**src/rtl/temp_spi_reader.sv**
```systemverilog
// Periodic reader for a TMP121-class SPI temperature sensor; publishes whole degrees C
// (saturated to 0..63), the raw 13-bit code and a bus-stuck-high fault flag.
module temp_spi_reader #(
  parameter int CLK_DIV       = 25,
  parameter int SAMPLE_CYCLES = 25_000_000
) (
  input  logic        clk,
  input  logic        rst_n,
  input  logic        enable,
  input  logic        miso,
  output logic        cs_n,
  output logic        sclk,
  output logic [7:0]  temptDone,
  output logic        load,
  output logic [12:0] raw,
  output logic        fault
);

  localparam int CNT_W = $clog2(SAMPLE_CYCLES);
  localparam int DIV_W = $clog2(CLK_DIV);

  typedef enum logic [2:0] {IDLE, SETUP, SHIFT, HOLD, CONVERT, STROBE} state_t;

  state_t             state_q;
  logic [CNT_W-1:0]   cnt_q;
  logic [DIV_W-1:0]   div_q;
  logic [5:0]         hp_q;
  logic [5:0]         hp_d;
  logic [15:0]        sr_q;
  logic               cs_n_q;
  logic               sclk_q;
  logic               load_q;
  logic               fault_q;
  logic [7:0]         temp_q;
  logic [12:0]        raw_q;
  logic               half_tick;
  logic               sample_en;

  // Negative readings clamp to 0; anything above 63 C clamps to 63.
  function automatic logic [7:0] to_degc(input logic signed [12:0] code);
    logic signed [12:0] whole;
    whole = code >>> 4;
    if (code < 0)
      return 8'd0;
    else if (whole > 13'sd63)
      return 8'd63;
    else
      return {2'b00, whole[5:0]};
  endfunction

  assign half_tick = (div_q == DIV_W'(CLK_DIV - 1));
  assign hp_d      = hp_q + 6'd1;
  // Odd half-period events are SCLK rising edges, where MISO is captured.
  assign sample_en = ((state_q == SETUP) || (state_q == SHIFT)) && half_tick && hp_d[0];

  always_ff @(posedge clk or negedge rst_n) begin
    if (!rst_n)
      cnt_q <= '0;
    else if (cnt_q == '0)
      cnt_q <= CNT_W'(SAMPLE_CYCLES - 1);
    else
      cnt_q <= cnt_q - CNT_W'(1);
  end

  always_ff @(posedge clk) begin
    if (sample_en)
      sr_q <= {sr_q[14:0], miso};
  end

  always_ff @(posedge clk or negedge rst_n) begin
    if (!rst_n) begin
      state_q <= IDLE;
      div_q   <= '0;
      hp_q    <= '0;
      cs_n_q  <= 1'b1;
      sclk_q  <= 1'b0;
      load_q  <= 1'b0;
      fault_q <= 1'b0;
      temp_q  <= '0;
      raw_q   <= '0;
    end else begin
      load_q <= 1'b0;
      case (state_q)
        IDLE: begin
          if ((cnt_q == '0) && enable) begin
            state_q <= SETUP;
            cs_n_q  <= 1'b0;
            div_q   <= '0;
            hp_q    <= '0;
          end
        end
        SETUP, SHIFT: begin
          if (half_tick) begin
            div_q   <= '0;
            hp_q    <= hp_d;
            sclk_q  <= hp_d[0];
            state_q <= (hp_d == 6'd32) ? HOLD : SHIFT;
          end else begin
            div_q <= div_q + DIV_W'(1);
          end
        end
        HOLD: begin
          if (half_tick) begin
            cs_n_q  <= 1'b1;
            state_q <= CONVERT;
          end else begin
            div_q <= div_q + DIV_W'(1);
          end
        end
        CONVERT: begin
          if (sr_q == 16'hFFFF) begin
            fault_q <= 1'b1;
          end else begin
            fault_q <= 1'b0;
            raw_q   <= sr_q[15:3];
            temp_q  <= to_degc(sr_q[15:3]);
          end
          state_q <= STROBE;
        end
        STROBE: begin
          load_q  <= 1'b1;
          state_q <= IDLE;
        end
        default: state_q <= IDLE;
      endcase
    end
  end

  assign cs_n      = cs_n_q;
  assign sclk      = sclk_q;
  assign load      = load_q;
  assign fault     = fault_q;
  assign temptDone = temp_q;
  assign raw       = raw_q;

endmodule

```
**config.mk**
```make
export PLATFORM = sky130hd
export DESIGN_NAME = temp_spi_reader
export DESIGN_NICKNAME = d
export VERILOG_FILES = /design/src/rtl/temp_spi_reader.sv
export SDC_FILE = /design/constraint.sdc
export NUM_CORES = 1
export LEC_CHECK = 0
export ABC_AREA = 1
export BUFFER_PORTS_ARGS = -buffer_cell sky130_fd_sc_hd__buf_2
export CELL_PAD_IN_SITES_DETAIL_PLACEMENT = 1
export CELL_PAD_IN_SITES_GLOBAL_PLACEMENT = 2
export CORE_MARGIN = 2
export CORE_UTILIZATION = 31
export CTS_CLUSTER_SIZE = 28
export DETAILED_ROUTE_END_ITERATION = 8
export PLACE_DENSITY_LB_ADDON = 0.1
export SLEW_MARGIN = 20
export SYNTH_ARGS = -nofsm -noshare
export SYNTH_HDL_FRONTEND = slang
export SYNTH_SLANG_ARGS = --single-unit
```
**constraint.sdc**
```tcl
create_clock -name clk -period 3.7 [get_ports clk]
set_clock_uncertainty 0.05 [all_clocks]
set_input_delay 0.74 -clock clk [delete_from_list [all_inputs] [get_ports clk]]
set_output_delay 0.74 -clock clk [all_outputs]
set_load 0.05 [all_outputs]
```
==> results.md <==
Logic synthesis:
- After synthesis, the most frequently instantiated cells are sky130_fd_sc_hd__nand2_1, sky130_fd_sc_hd__dfrtp_1, sky130_fd_sc_hd__nor2_1, sky130_fd_sc_hd__inv_1, sky130_fd_sc_hd__o21ai_1.
- In the post-synthesis netlist, the biggest area contributors are sky130_fd_sc_hd__dfrtp_1, sky130_fd_sc_hd__edfxtp_1, sky130_fd_sc_hd__nand2_1.
- The proportion of register bits with asynchronous set or reset after synthesis is 0.795.
- The sequential share of the synthesized area is 0.545.
- The leading area contributor after synthesis is sky130_fd_sc_hd__dfrtp_1.
- The number of unique standard cell types used by synthesis is 36.
- The synthesized area is 3730 um2.
- The cell count after synthesis is 411.
- The Yosys step of the flow raised 0 warnings.
- The flip-flop and latch count after synthesis is 78.
- The count of flip-flops with a built-in enable after synthesis is 16.
- The share of the synthesized area in the top cell type is 0.409.
- Among all flip-flop cells after synthesis, the most frequent one is sky130_fd_sc_hd__dfrtp_1.
- A synthesized cell averages 9.08 um2.
- The most frequent cell after synthesis is sky130_fd_sc_hd__nand2_1.

Die:
- The placeable core region is 11900 um2.
- The floorplan step defined a die boundary enclosing 12900 um2.
- The initial cell density of the core is 0.314.
- The chip height is 114 um.
- The floorplan has 40 rows.
- 29 I/O pins were placed.
- The floorplan step set the die width to 114 um.

GRT:
- The via count of the first global-routing pass is 2848.
- Entering global routing, the biggest net connects 63 pins.
- The global routing usage summed across all routing layers is 0.147.
- The number of antenna violations at the first check in global routing is 0.
- For this run the aggregate overflow at the end of global routing stands at 0.
- The first global-routing pass estimated between 10000 and 15000 um of wire.

Routing:
- The remaining antenna violation count is 0.
- The via density per instance is 4.58.
- The first detailed-routing pass ran for 4 iterations.
- The detailed router's first-iteration violation count is between 50 and 60.
- The average routed wire per standard cell is 14.5 um.
- Wires add up to 8630 um.
- After detailed routing, the number of remaining DRC violations is 0.
- The total via count in the routed design is approximately 2700.

Finish:
- The final net count is 454.
- Counting the fill cells in the layout gives 1411.
- In the final layout, the share of cells above drive strength 1 is 0.182.
- The area growth from synthesis to final layout is 15.8%.
- For this run, the number of standard cells in the final layout without fillers is 597.
- The repair_antennas step left the layout with diodes totalling 0.

CTS:
- TritonCTS built the clock tree.
- Clock tree synthesis found a total of 78 sinks.
- The cell at the root of the clock tree is sky130_fd_sc_hd__clkbuf_16.
- The clock tree synthesis step divided the H-tree into 3 levels.
- The number of buffers added to fix hold violations after cts is 0.
- The number of buffers inserted during clock tree synthesis is 9.
- The clock reaches the later pin of the worst-skew pair after 0.34 ns.
- Clock-pin slew was measured on the worst setup and hold paths at 0.06 ns.
- In this run, post-CTS repair resized a total of 0 instances.
- The number of buffers added for setup after CTS is 0.
- The clock tree buffer depth is 2.

Min path:
- The worst hold path endpoint is sr_q[5]$_DFFE_PP_.
- The startpoint identified for the worst hold timing path is sr_q[4]$_DFFE_PP_.
- The tightest min-delay check is of the register to register type.
- The worst hold path was traced through 0 stages.

STA:
- The final critical path time including I/O delays and setup is 2.24 ns.
- The final hold violation count was 0.
- The final max-slew violation count is 0.
- Setup repair after global routing left no endpoint under its margin.
- The total negative slack is 0 ns.
- The timing-limited maximum frequency is 447 MHz.
- The relative slew slack is 0.441.
- At the pin with the least slew margin, the transition time is 0.839 ns.
- Setup violations remaining at the end of the flow were counted as 0.
- Of the available clock period, the critical path in the final layout requires 0.605.

Power:
- IR analysis of the VDD net gives a maximum drop of 0.169 mV.
- The internal power component is between 1000 and 1500 uW.
- The net switching power is about 400 uW.
- The share of total power dissipated in the clock network is 0.505.
- The share of total power dissipated in sequential elements is 0.483.
- Of the total power, the share spent switching nets is 0.222.
- Summed over all cells, the static leakage comes to 0.00202 uW.
- For this design the ratio of total power to cell area is around 420 nW/um2.
- The post-layout total power is 1810 uW.
- The share of total power dissipated in combinational logic is 0.012.

Job:
- The tool flagged a number of max-cap violations equal to 0.

Worst setup path:
- The cell repeated most along the worst path is sky130_fd_sc_hd__nor2_1.
- The worst setup path is captured at a register.
- The largest delay contributor family on the critical path is simple AND/OR/NAND/NOR gates.
- The signal on the critical path passes through nor2_1 -> inv_1 -> nor2_1 -> nand2_2 -> nand2_1 -> o21ai_1.
- The count of buffering cells on the critical path with inverters included is 1.
- The cell with the largest stage delay on the worst path is sky130_fd_sc_hd__nor2_1.
- In this run the critical register-to-register path is launched from state_q[0]$_DFFE_PN0P_.
- The highest net fanout along the worst path is 31.
- For the worst setup path, the data required time is around 3.9 ns.
- The category of the most critical setup path is register to register.
- On the worst path, the slowest cell contributes a delay of around 0.56 ns.
- STA classifies the critical path startpoint as a register.
- For the worst setup path, the data arrival time is 2.39 ns.
- The worst register-to-register path ends at raw[1]$_DFFE_PN0P_.
- The number of cells traversed by the worst register-to-register path is 6.
- Setup slack on the worst reg-to-reg path comes out at 1.46 ns.

Placed design:
- The cell count after placement is 581.
- Routability-driven placement finished with a final weighted congestion of 0.726.
- The half-perimeter wire length after placement is 6280 um.
- Port buffering added 26 buffers.

Status:
- The run finished with clean final reports.
==> power by group through the flow <==
stage / clock network [uW] / registers, uW / logic, uW
floorplan: 0 / 891 / 6.05
global placement: 0 / 891 / 22.3
detailed placement: 0 / 891 / 22.9
CTS: 946 / 874 / 22.8
global route: 984 / 873 / 24.2
finish: 914 / 874 / 20.9
==> layout by cell type, fill, tap and decap left out, types with 2 or more instances in the layout <==
cell,count
sky130_fd_sc_hd__a21oi_1,11
sky130_fd_sc_hd__buf_2,26
sky130_fd_sc_hd__buf_4,2
sky130_fd_sc_hd__clkbuf_16,9
sky130_fd_sc_hd__clkinv_4,3
sky130_fd_sc_hd__conb_1,2
sky130_fd_sc_hd__dfrtp_1,61
sky130_fd_sc_hd__edfxtp_1,16
sky130_fd_sc_hd__ha_1,5
sky130_fd_sc_hd__inv_1,40
sky130_fd_sc_hd__inv_2,7
sky130_fd_sc_hd__inv_6,2
sky130_fd_sc_hd__nand2_1,102
sky130_fd_sc_hd__nand2_2,8
sky130_fd_sc_hd__nand2_4,4
sky130_fd_sc_hd__nand3_1,16
sky130_fd_sc_hd__nand3_4,2
sky130_fd_sc_hd__nand4_1,17
sky130_fd_sc_hd__nor2_1,49
sky130_fd_sc_hd__nor2_2,6
sky130_fd_sc_hd__nor2_8,2
sky130_fd_sc_hd__nor3_1,6
sky130_fd_sc_hd__nor3_2,3
sky130_fd_sc_hd__nor4_1,2
sky130_fd_sc_hd__o21ai_0,3
sky130_fd_sc_hd__o21ai_1,19
sky130_fd_sc_hd__o21ai_2,2
sky130_fd_sc_hd__xnor2_1,3
sky130_fd_sc_hd__xor2_1,11
==> state kept, by name, indices dropped and copies added (netlist names), 3 cells and up <==
| signal | count |
|---|---|
| temptDone | 6 |
| sr_q | 16 |
| state_q | 3 |
| raw | 13 |
| cnt_q | 25 |
| hp_q | 6 |
| div_q | 5 |
==> metal layers <==
metal  vias to the layer above  part of all wire  GRT usage
li1                       1398                 -          -
met1                      1297              0.53      0.207
met2                        30              0.43      0.216
met3                        12             0.027     0.0303
met4                         0             0.019     0.0683
met5                         -                 0          0
==> final cells by class <==
cell class / count / area, um2 / area share
Inverter: 48 / 180 / 0.0417
Timing Repair Buffer: 28 / 145 / 0.0336
Clock inverter: 7 / 81.3 / 0.0188
Clock buffer: 9 / 225 / 0.0521
Sequential cell: 78 / 2030 / 0.471
Multi-Input combinational cell: 280 / 1470 / 0.341
Tap cell: 147 / 184 / 0.0426
==> logic make-up (layout without fill, tap and decap cells) <==
logic type / count (synthesis) / after routing / share of synthesized area
AO/OA/AOI/OAI: 39 / 39 / 0.0567
XOR/XNOR: 14 / 14 / 0.0329
adder cells (fa/ha/maj): 5 / 5 / 0.0168
buffers and inverters: 54 / 92 / 0.0614
flip-flops: 78 / 78 / 0.545
other: 1 / 2 / 0.00101
AND/OR/NAND/NOR: 220 / 220 / 0.286
==> worst max-delay path by stage <==
stage,startpoint,end,slack (ns),depth (start not counted)
2_1_floorplan,div_q[0]$_DFFE_PN0P_,sr_q[0]$_DFFE_PP_,1.50,6
3_3_place_gp,state_q[0]$_DFFE_PN0P_,raw[9]$_DFFE_PN0P_,1.61,6
3_5_place_dp,state_q[0]$_DFFE_PN0P_,raw[1]$_DFFE_PN0P_,1.50,6
4_1_cts,state_q[0]$_DFFE_PN0P_,raw[1]$_DFFE_PN0P_,1.47,6
5_1_grt,state_q[0]$_DFFE_PN0P_,raw[1]$_DFFE_PN0P_,1.09,6
6_report,state_q[0]$_DFFE_PN0P_,raw[1]$_DFFE_PN0P_,1.46,6
==> through the flow <==
step	util	instance area, um2	setup WS, ns	hold slack [ns]
2_1_floorplan	-	3730	1.50	0.376
3_3_place_gp	0.338	4010	1.61	0.382
3_5_place_dp	0.338	4010	1.50	0.397
4_1_cts	0.364	4320	1.47	0.417
5_1_grt	0.364	4320	1.09	0.426
6_report	0.364	4320	1.46	0.408
Power figures use the tool's default switching activity.
